**src/rtl/pipeline_ctrl_pkg.sv**
```systemverilog
// Shared types and encodings for the F/D/E/W pipeline sequencer.
// The update codes are the values driven to the fdreg, dereg and ewreg pipeline registers.
package pipe_pkg;

  typedef logic [1:0] upd_t;

  localparam upd_t UPD_HOLD  = 2'b00;
  localparam upd_t UPD_ADV   = 2'b01;
  localparam upd_t UPD_FLUSH = 2'b10;

  // Destination register-file encoding of the E instruction; 1x selects the FP file.
  localparam logic [1:0] RW_NONE = 2'b00;
  localparam logic [1:0] RW_INT  = 2'b01;

  typedef enum logic [1:0] {
    RUN  = 2'b00,
    WAIT = 2'b01,
    HALT = 2'b10
  } ctrl_state_t;

endpackage

```
**src/rtl/pipeline_ctrl_if.sv**
```systemverilog
// Bundles the hazard inputs and update-code outputs of pipeline_ctrl.
// The master modport is the pipeline side; the slave modport is the controller.
interface pipeline_ctrl_if #(
  parameter int WAIT_W = 5,
  parameter int RSEL_W = 6
);
  import pipe_pkg::*;

  logic [RSEL_W-1:0] d_rs;
  logic [RSEL_W-1:0] d_rt;
  logic              d_use_s;
  logic              d_use_t;
  logic [1:0]        de_rw;
  logic [4:0]        de_rd;
  logic              de_is_load;
  logic [WAIT_W-1:0] de_wait_time;
  logic              e_redirect;
  logic              de_stop;
  logic              resume;

  upd_t              fd_update;
  upd_t              de_update;
  upd_t              ew_update;
  logic              pc_en;
  logic              halted;

  // Debug view of the sequencer state so checkers can bind to it.
  ctrl_state_t       dbg_state;
  logic [WAIT_W-1:0] dbg_cnt;

  modport master (
    output d_rs, d_rt, d_use_s, d_use_t, de_rw, de_rd, de_is_load,
           de_wait_time, e_redirect, de_stop, resume,
    input  fd_update, de_update, ew_update, pc_en, halted, dbg_state, dbg_cnt
  );

  modport slave (
    input  d_rs, d_rt, d_use_s, d_use_t, de_rw, de_rd, de_is_load,
           de_wait_time, e_redirect, de_stop, resume,
    output fd_update, de_update, ew_update, pc_en, halted, dbg_state, dbg_cnt
  );

endinterface

```
**src/rtl/pipeline_ctrl_load_use_detect.sv**
```systemverilog
// Detects a load in E whose destination is read by the instruction in D.
// Register 0 is compared like any other index, matching the forwarding compare.
module load_use_detect
  import pipe_pkg::*;
#(
  parameter int RSEL_W = 6
) (
  input  logic [RSEL_W-1:0] d_rs,
  input  logic [RSEL_W-1:0] d_rt,
  input  logic              d_use_s,
  input  logic              d_use_t,
  input  logic [1:0]        de_rw,
  input  logic [4:0]        de_rd,
  input  logic              de_is_load,
  output logic              stall_lu
);

  logic hit_s;
  logic hit_t;

  // Source MSB picks the FP file; it must agree with the destination file bit.
  assign hit_s = d_use_s && (de_rw[1] == d_rs[RSEL_W-1]) && (de_rd == d_rs[RSEL_W-2:0]);
  assign hit_t = d_use_t && (de_rw[1] == d_rt[RSEL_W-1]) && (de_rd == d_rt[RSEL_W-2:0]);

  assign stall_lu = de_is_load && (de_rw != RW_NONE) && (hit_s || hit_t);

endmodule

```
**src/rtl/pipeline_ctrl.sv**
```systemverilog
// Pipeline sequencer: multi-cycle execute stall, stop/halt, redirect and load-use bubbles.
// Outputs are combinational from the registered state/counter and the current hazard inputs.
module pipeline_ctrl
  import pipe_pkg::*;
#(
  parameter int WAIT_W = 5,
  parameter int RSEL_W = 6
) (
  input  logic              clk,
  input  logic              rst,
  pipeline_ctrl_if.slave    bus
);

  ctrl_state_t       state_q, state_d;
  logic [WAIT_W-1:0] cnt_q, cnt_d;

  logic stall_lu;
  upd_t fd_d, de_d, ew_d;
  logic pc_en_d, halted_d;

  load_use_detect #(.RSEL_W(RSEL_W)) u_lu (
    .d_rs       (bus.d_rs),
    .d_rt       (bus.d_rt),
    .d_use_s    (bus.d_use_s),
    .d_use_t    (bus.d_use_t),
    .de_rw      (bus.de_rw),
    .de_rd      (bus.de_rd),
    .de_is_load (bus.de_is_load),
    .stall_lu   (stall_lu)
  );

  always_comb begin
    state_d  = state_q;
    cnt_d    = cnt_q;
    fd_d     = UPD_ADV;
    de_d     = UPD_ADV;
    ew_d     = UPD_ADV;
    pc_en_d  = 1'b1;
    halted_d = 1'b0;

    if (state_q == HALT) begin
      fd_d     = UPD_HOLD;
      de_d     = UPD_HOLD;
      ew_d     = UPD_HOLD;
      pc_en_d  = 1'b0;
      halted_d = 1'b1;
      if (bus.resume) state_d = RUN;
    end else if ((state_q == RUN && bus.de_wait_time != '0) ||
                 (state_q == WAIT && cnt_q != '0)) begin
      // E keeps executing; a bubble leaves toward W while F and D hold.
      fd_d    = UPD_HOLD;
      de_d    = UPD_HOLD;
      ew_d    = UPD_FLUSH;
      pc_en_d = 1'b0;
      state_d = WAIT;
      cnt_d   = (state_q == RUN) ? bus.de_wait_time - WAIT_W'(1) : cnt_q - WAIT_W'(1);
    end else begin
      // RUN with no wait, or the final WAIT cycle where the E instruction retires.
      state_d = RUN;
      if (bus.de_stop) begin
        fd_d    = UPD_FLUSH;
        de_d    = UPD_FLUSH;
        ew_d    = UPD_ADV;
        pc_en_d = 1'b0;
        state_d = HALT;
      end else if (bus.e_redirect) begin
        fd_d    = UPD_FLUSH;
        de_d    = UPD_FLUSH;
        ew_d    = UPD_ADV;
        pc_en_d = 1'b1;
      end else if (stall_lu) begin
        fd_d    = UPD_HOLD;
        de_d    = UPD_FLUSH;
        ew_d    = UPD_ADV;
        pc_en_d = 1'b0;
      end
    end
  end

  always_ff @(posedge clk or posedge rst) begin
    if (rst) begin
      state_q <= RUN;
      cnt_q   <= '0;
    end else begin
      state_q <= state_d;
      cnt_q   <= cnt_d;
    end
  end

  // Reset forces every pipeline register to hold and the PC to stay put.
  assign bus.fd_update = rst ? UPD_HOLD : fd_d;
  assign bus.de_update = rst ? UPD_HOLD : de_d;
  assign bus.ew_update = rst ? UPD_HOLD : ew_d;
  assign bus.pc_en     = rst ? 1'b0 : pc_en_d;
  assign bus.halted    = rst ? 1'b0 : halted_d;
  assign bus.dbg_state = state_q;
  assign bus.dbg_cnt   = cnt_q;

endmodule
```
**src/flat_wrapper.sv**
```systemverilog
// flat-port wrapper written by rule: the top's interface ports become plain ports
module pipeline_ctrl_flat import pipe_pkg::*;
#(
  parameter int WAIT_W = 5,
  parameter int RSEL_W = 6
)
  (clk, rst, bus_d_rs, bus_d_rt, bus_d_use_s, bus_d_use_t, bus_de_rw, bus_de_rd, bus_de_is_load, bus_de_wait_time, bus_e_redirect, bus_de_stop, bus_resume, bus_fd_update, bus_de_update, bus_ew_update, bus_pc_en, bus_halted, bus_dbg_state, bus_dbg_cnt);
  pipeline_ctrl_if #(.WAIT_W(WAIT_W), .RSEL_W(RSEL_W)) bus_i ();
  input  logic clk;
  input  logic rst;
  input wire logic [$bits(bus_i.d_rs)-1:0] bus_d_rs;
  input wire logic [$bits(bus_i.d_rt)-1:0] bus_d_rt;
  input wire logic [$bits(bus_i.d_use_s)-1:0] bus_d_use_s;
  input wire logic [$bits(bus_i.d_use_t)-1:0] bus_d_use_t;
  input wire logic [$bits(bus_i.de_rw)-1:0] bus_de_rw;
  input wire logic [$bits(bus_i.de_rd)-1:0] bus_de_rd;
  input wire logic [$bits(bus_i.de_is_load)-1:0] bus_de_is_load;
  input wire logic [$bits(bus_i.de_wait_time)-1:0] bus_de_wait_time;
  input wire logic [$bits(bus_i.e_redirect)-1:0] bus_e_redirect;
  input wire logic [$bits(bus_i.de_stop)-1:0] bus_de_stop;
  input wire logic [$bits(bus_i.resume)-1:0] bus_resume;
  output wire logic [$bits(bus_i.fd_update)-1:0] bus_fd_update;
  output wire logic [$bits(bus_i.de_update)-1:0] bus_de_update;
  output wire logic [$bits(bus_i.ew_update)-1:0] bus_ew_update;
  output wire logic [$bits(bus_i.pc_en)-1:0] bus_pc_en;
  output wire logic [$bits(bus_i.halted)-1:0] bus_halted;
  output wire logic [$bits(bus_i.dbg_state)-1:0] bus_dbg_state;
  output wire logic [$bits(bus_i.dbg_cnt)-1:0] bus_dbg_cnt;
  assign bus_i.d_rs = bus_d_rs;
  assign bus_i.d_rt = bus_d_rt;
  assign bus_i.d_use_s = bus_d_use_s;
  assign bus_i.d_use_t = bus_d_use_t;
  assign bus_i.de_rw = bus_de_rw;
  assign bus_i.de_rd = bus_de_rd;
  assign bus_i.de_is_load = bus_de_is_load;
  assign bus_i.de_wait_time = bus_de_wait_time;
  assign bus_i.e_redirect = bus_e_redirect;
  assign bus_i.de_stop = bus_de_stop;
  assign bus_i.resume = bus_resume;
  assign bus_fd_update = bus_i.fd_update;
  assign bus_de_update = bus_i.de_update;
  assign bus_ew_update = bus_i.ew_update;
  assign bus_pc_en = bus_i.pc_en;
  assign bus_halted = bus_i.halted;
  assign bus_dbg_state = bus_i.dbg_state;
  assign bus_dbg_cnt = bus_i.dbg_cnt;
  pipeline_ctrl #(.WAIT_W(WAIT_W), .RSEL_W(RSEL_W)) u_core (.clk(clk), .rst(rst), .bus(bus_i));
endmodule
```
**config.mk**
```make
export PLATFORM = sky130hd
export DESIGN_NAME = pipeline_ctrl_flat
export DESIGN_NICKNAME = d
export VERILOG_FILES = /design/src/rtl/pipeline_ctrl_pkg.sv /design/src/rtl/pipeline_ctrl_if.sv /design/src/rtl/pipeline_ctrl_load_use_detect.sv /design/src/rtl/pipeline_ctrl.sv /design/src/flat_wrapper.sv
export SDC_FILE = /design/constraint.sdc
export NUM_CORES = 1
export LEC_CHECK = 0
export BUFFER_PORTS_ARGS = -buffer_cell sky130_fd_sc_hd__buf_2
export CAP_MARGIN = 5
export CORE_MARGIN = 2
export CORE_UTILIZATION = 38
export DETAILED_ROUTE_END_ITERATION = 7
export PLACE_DENSITY_LB_ADDON = 0.25
export SLEW_MARGIN = 20
export SYNTH_ARGS = -nofsm -noshare
export SYNTH_HDL_FRONTEND = slang
export SYNTH_SLANG_ARGS = --single-unit
```
**constraint.sdc**
```tcl
create_clock -name clk -period 1.95 [get_ports clk]
set_input_delay 0.2925 -clock clk [delete_from_list [all_inputs] [get_ports clk]]
set_output_delay 0.2925 -clock clk [all_outputs]
set_load 0.02 [all_outputs]
```
==> metrics.md, run 1 <==
| Metric | Value |
|---|---|
| Layout cells sized above 1 | `54.2%` |
| CP peak stage delay | `between 0.4 and 0.5 ns` |
| CTS tree | `done` |
| CTS Buf Count | `3` |
| Ports | `47` |
| Place WS | `0.0238 ns` |
| Syn_nets | `118` |
| Fin. Hold Viols | `0` |
| Cts hold-fix bufs | `0` |
| RSZ-0062 raised after global routing | `true` |
| Avg Inst Size Synth | `8.80 sq um` |
| Rows | `16` |
| Synth Register Bits | `7` |
| EDFF count, synth | `0` |
| 1st-iter DRT viols | `21` |
| Crit path max-delay family | `simple AND/OR/NAND/NOR gates` |
| RD Place Congestion | `0.862` |
| Dominant cell type by area after synthesis | `dfrtp_1` |
| Routed wire per std cell | `about 14 um` |
| Setup ws final | `-0.126 ns` |
| Maximum root-to-sink buffer count | `2` |
| Worst vdd ir | `around 570 uV` |
| Die area | `0.00234 sq mm` |
| H-tree depth | `1` |
| Core area | `0.00190 sq mm` |
| Final Critical Period | `2.08 ns` |
| Clk_lat worst skew | `0.28 ns` |
| All-Layer GR Usage | `20.2%` |
| Worst Path Arrival | `1.78 ns` |
| Worst path cell trace | `nor3_4 -> nor3b_4 -> o211ai_4 -> a2111oi_4 -> buf_4` |
| Clock slew at reported path FFs | `0.07 ns` |
| DR pass1 iterations | `4` |
| Max-slew violation count | `0` |
| Peak Freq | `between 0.4 and 0.5 GHz` |
| Worst min path class | `input pin to asynchronous set/reset pin` |
| Post-synth top area share | `23.4%` |
| Status | `complete, but fails checks` |
| Die Width | `48.4 um` |
| P_leak | `0.000533 uW` |
| Die span in y | `48.4 um` |
| Clock Tree Root | `clkbuf_4` |
| Clock sink total | `7` |
| Most common cell after layout, fill and taps aside | `buf_2` |
| Max_cap viols | `0` |
| Global-route wire length before repair | `3730 um` |
| Gate Count Post-Synth | `85` |
| Max_slew headroom | `76.0%` |
| Util after Layout | `60.7%` |
| Largest net degree at the start of global routing | `9` |
| Pwr dens | `~1100 mW/mm^2` |
| Ant. Diodes | `0` |
| Post-DP HPWL | `1730 um` |
| Area Overhead vs Synth | `54.3%` |
| Number of antenna violations at the first check in global routing | `0` |
| Final setup fails | `6` |
| Setup CP Type | `flop to primary output` |
| Yosys warning total | `0` |
| Input/output buffers | `46` |
| Drt total wl | `2320 um` |
| GRT Residual Overflow | `0` |
| Initial Utilization | `39.3%` |
| Post-DRT Antenna Nets | `0` |
| Worst clock skew | `0.00881 ns` |
| Vias | `903` |
| Endpoint class of the critical path | `primary output` |
| Ys async rst share | `100%` |
| Sequential cell area fraction in the yosys report | `23.4%` |
| Critical Path Source Type | `flop` |
| Mapped Area | `748 sq um` |
| Netlist cell types | `38` |
| Violated checks | `setup timing` |
| DRC | `0` |
| Final Cycle Share | `106%` |
| Fin nets | `178` |
| CP Buf/Inv Count | `1` |
| Via density | `5.28` |
| Worst path required time | `1.66 ns` |
| Crit-path max FO | `5` |
| Slowest CP cell | `dfrtp_1` |
| Total power | `1270 uW` |
| Ys flop type | `dfrtp_1` |
| Main area contributors after synthesis | `dfrtp_1 (23%), xnor2_1 (14%), mux2i_1 (5.4%), nor2_1 (4.5%), nor3_2 (4.0%)` |
| Most frequent cells in the layout | `buf_2 (42), buf_4 (15), xnor2_1 (12)` |
| Filler instances | `170` |
| Actual slew at the worst max-slew pin | `between 0.3 and 0.4 ns` |
| Vias in the first global route | `846` |
## stage by stage
stage	area [sq um]	setup TNS, ns	cells	hold slack (ns)
6_report	1150	-0.517	171	0.0823
2_1_floorplan	761	-0.190	85	0.111
3_5_place_dp	1050	0	162	0.336
3_3_place_gp	1050	0	162	0.324
5_1_grt	1150	-0.903	171	0.106
4_1_cts	1120	-0.456	169	0.105
## cell usage after synthesis, types with 2 or more instances
library cell and number:
a21oi_1 4, buf_4 2, dfrtp_1 7, inv_1 3
mux2i_1 4, nand2_1 5, nand2b_1 2, nand3_1 2
nand4_1 2, nor2_1 9, nor3_1 2, nor3_2 3
nor4_1 2, o21ai_0 2, o22ai_1 2, xnor2_1 12
## worst reg2reg max path: stages (launching register included)
cell and delay, ns:
dfrtp_2 0.46, nor2_2 0.22, mux2i_1 0.30, ha_2 0.31
and4_1 0.21, nor4_1 0.04, o22a_2 0.21
## routing by layer
layer / wire, um / global-route usage (%) / vias to the layer above / part of all wire [%]
li1: - / - / 436 / -
met1: 940 / 22.5 / 415 / 41
met2: 1200 / 38.4 / 50 / 52
met3: 158 / 3.40 / 2 / 6.8
met4: 20 / 7.14 / 0 / 0.86
met5: 0 / 0 / - / 0
## power by group
group	switching [uW]	internal, uW	leakage (uW)
Sequential	91.7	215	0.0000788
Combinational	420	389	0.000439
Clock	75.9	79.3	0.0000150
## final timing paths
path	from	endpoint	slack, ns	cells past startpoint
setup reg to reg	u_core.bus.dbg_state[0]	u_core.bus.dbg_cnt[4]	0.09	6
hold / removal	rst	u_core.bus.dbg_cnt[1]	0.08	3
setup / recovery	u_core.bus.dbg_cnt[2]	bus_fd_update[0]	-0.13	5
max in group asynchronous	rst	u_core.bus.dbg_state[0]	1.72	3
hold reg to reg	u_core.bus.dbg_cnt[0]	u_core.bus.dbg_cnt[0]	0.60	1
min in group clk	bus_resume	u_core.bus.dbg_state[1]	0.21	2
## cells by family (layout without fill, tap and decap cells)
logic type | Yosys count | count (layout) | synth area share (%)
DFF | 7 | 7 | 23.4
adders and majority gates | 1 | 1 | 1.67
muxes | 6 | 6 | 8.86
buffers and inverters | 7 | 66 | 5.85
AOI/OAI and AO/OA | 20 | 20 | 20.6
and+or+nand+nor | 32 | 32 | 25.6
xor gates and xnor gates | 12 | 12 | 14.0
## state kept, by name, indices dropped and copies added, names as in the netlist
signal and count:
u_core.bus.dbg_cnt 5, u_core.bus.dbg_state 2
## repair_timing
item                       CTS  global route
setup endpoints to repair    7             9
gates cloned                 0             0
pin swaps                    2             1
setup buffers                3             2
resized for setup            5             7
## cell type report
class,count,area (sq um),share of cell area [%]
flip-flops and latches,7,178,15.4
repair buffers,58,334,28.9
well taps,27,33.8,2.93
inverters,4,17.5,1.52
multi-input cells,71,566,49.0
clock buffers,4,26.3,2.28
Note: power is estimated with default switching activity, not from simulation.
==> inputs of run 2 (changes only) <==
RECOVER_POWER = 100   (was default)
==> run 2 against run 1 <==
The flow still finishes with violations (setup timing). Clock power barely moved. Die area stayed put. Global-route usage unchanged. Sequential power barely moved. Maximum frequency about the same. Clock skew decreased by 0.0016 ns. Cell area shrank 0.54%. Flip-flop and latch count stayed put. Via count shrank 0.44%. Largest cell class unchanged. Non-clock buffer count unchanged.
==> metrics.md, run 2 (synthesized netlist as in run 1, its figures left out) <==
| Metric | Value |
|---|---|
| Status | `complete, but fails checks` |
| Violated checks | `setup timing` |
| Critical Path Source Type | `flop` |
| Rows | `16 (unchanged)` |
| Max_slew headroom | `72.3% (-3.7 points)` |
| H-tree depth | `1 (unchanged)` |
| GRT Residual Overflow | `0 (unchanged)` |
| Slowest CP cell | `dfrtp_1` |
| Via density | `5.26 (-0.44%)` |
| Largest net degree at the start of global routing | `9 (unchanged)` |
| Filler instances | `174 (+2.4%)` |
| 1st-iter DRT viols | `21 (unchanged)` |
| Max_cap viols | `0 (unchanged)` |
| Final Cycle Share | `106% (about the same)` |
| Post-DRT Antenna Nets | `0 (unchanged)` |
| Die area | `0.00234 sq mm (unchanged)` |
| Ports | `47 (unchanged)` |
| Crit-path max FO | `5 (unchanged)` |
| Final setup fails | `6 (unchanged)` |
| Post-DP HPWL | `1730 um (unchanged)` |
| Peak Freq | `0.482 GHz (about the same)` |
| CTS Buf Count | `3 (unchanged)` |
| Worst path cell trace | `nor3_4 -> nor3b_4 -> o211ai_4 -> a2111oi_4 -> buf_4` |
| CP peak stage delay | `0.42 ns (about the same)` |
| Clock slew at reported path FFs | `0.07 ns (about the same)` |
| Met2 usage | `38.4% (unchanged)` |
| Max-slew violation count | `0 (unchanged)` |
| Vias | `899 (-0.44%)` |
| Worst min path class | `input pin to asynchronous set/reset pin` |
| RSZ-0062 raised after global routing | `true` |
| CTS tree | `done` |
| P_leak | `0.000524 uW (-1.7%)` |
| Clock Tree Root | `clkbuf_4` |
| Clock sink total | `7 (unchanged)` |
| DRC | `0 (unchanged)` |
| Area Overhead vs Synth | `53.5%` |
| All-Layer GR Usage | `20.2% (unchanged)` |
| RD Place Congestion | `0.862 (unchanged)` |
| Routed wire per std cell | `13.6 um (unchanged)` |
| Global-route wire length before repair | `3730 um (unchanged)` |
| Fin Setup TNS | `-0.529 ns (-0.0113 ns)` |
| Number of antenna violations at the first check in global routing | `0 (unchanged)` |
| Util after Layout | `60.4% (-0.33 points)` |
| Worst vdd ir | `572 uV (+0.62%)` |
| Met1 usage | `22.5% (unchanged)` |
| Clk_lat worst skew | `0.28 ns (about the same)` |
| Endpoint class of the critical path | `primary output` |
| Worst clock skew | `0.00725 ns (-0.00156 ns)` |
| Setup ws final | `-0.127 ns (-0.00101 ns)` |
| Core area | `0.00190 sq mm (unchanged)` |
| Vias in the first global route | `846 (unchanged)` |
| Hold_ws | `0.162 ns (+0.0796 ns)` |
| Maximum root-to-sink buffer count | `2 (unchanged)` |
| Most frequent cells in the layout | `buf_2 (40), buf_4 (14), xnor2_1 (12)` |
| Number of flip-flops in the largest register | `5 (unchanged)` |
| Layout cells sized above 1 | `52.1% (-2.1 points)` |
| Actual slew at the worst max-slew pin | `0.416 ns (+0.0560 ns)` |
| Final cell count without fillers | `171 (unchanged)` |
| Die Width | `48.4 um (unchanged)` |
| Fin nets | `178 (unchanged)` |
| Most common cell after layout, fill and taps aside | `buf_2` |
| Drt total wl | `2320 um (unchanged)` |
| Setup CP Type | `flop to primary output` |
| Met3 usage | `3.40% (unchanged)` |
| Initial Utilization | `39.3% (unchanged)` |
| Fin. Hold Viols | `0 (unchanged)` |
| Pwr dens | `1100 mW/mm^2 (+0.34%)` |
| Final Critical Period | `2.08 ns (+0.00101 ns)` |
| Input/output buffers | `46 (unchanged)` |
| Die span in y | `48.4 um (unchanged)` |
| Placed cells | `162 (unchanged)` |
| Global route hottest layer | `met2` |
| Worst path required time | `1.66 ns (about the same)` |
| Ant. Diodes | `0 (unchanged)` |
| DR pass1 iterations | `4 (unchanged)` |
| Worst Path Arrival | `1.78 ns (about the same)` |
| Place WS | `0.0238 ns (unchanged)` |
run 2: cell count changes in the layout (fill, tap and decap cells not counted), sizes merged:
cell / previous run / this run
buf: 58 / 55
clkbuf: 4 / 7
run 2: path summary, 6_finish.rpt:
kind,cells after the start,to,startpoint,slack (ns)
max,5,bus_fd_update[0],u_core.bus.dbg_cnt[2],-0.13
min,3,u_core.bus.dbg_cnt[1],rst,0.16
max reg2reg,6,u_core.bus.dbg_cnt[4],u_core.bus.dbg_state[0],0.10
min reg2reg,1,u_core.bus.dbg_cnt[0],u_core.bus.dbg_cnt[0],0.60
max in group asynchronous,3,u_core.bus.dbg_state[0],rst,1.47
min in group clk,2,u_core.bus.dbg_state[1],bus_resume,0.21
run 2: timing repair:
| action | 4_1_cts | 5_1_grt |
|---|---|---|
| hold buffers | 0 | 0 |
| pin swaps | 2 | 1 |
| setup buffers | 3 | 2 |
| gates resized for setup | 5 | 7 |
| cloned | 0 | 0 |
| endpoints found under the setup margin | 7 | 9 |
run 2: per-layer routing:
layer	up-vias	share of wire [%]
met2	44	52
li1	435	-
met1	418	41
met5	-	0
met4	0	0.73
met3	2	6.0
run 2: report_power, final:
group / switching, uW / internal [uW]
registers: 92.2 / 215
logic: 420 / 385
clock network: 77.5 / 79.4
run 2: area by class of cell:
cell class	count	area, sq um	share of cell area, %
Clock buffer	4	26.3	2.29
Sequential cell	7	178	15.5
Timing Repair Buffer	58	328	28.5
Tap cell	27	33.8	2.94
Multi-Input combinational cell	71	566	49.2
Inverter	4	17.5	1.53
run 2: metrics by stage:
step	area (sq um)	power (uW)
6_report	1150	1270
5_1_grt	1150	1350
4_1_cts	1120	1190
3_5_place_dp	1050	1010
3_3_place_gp	1050	993
2_1_floorplan	761	781
run 2: worst max-delay path, delay by kind of cell, from the launching register on:
| family | cells | cell delay, ns |
|---|---|---|
| compound gates | 2 | 0.35 |
| buf+inv | 1 | 0.20 |
| simple gates | 2 | 0.52 |
| flops | 1 | 0.42 |
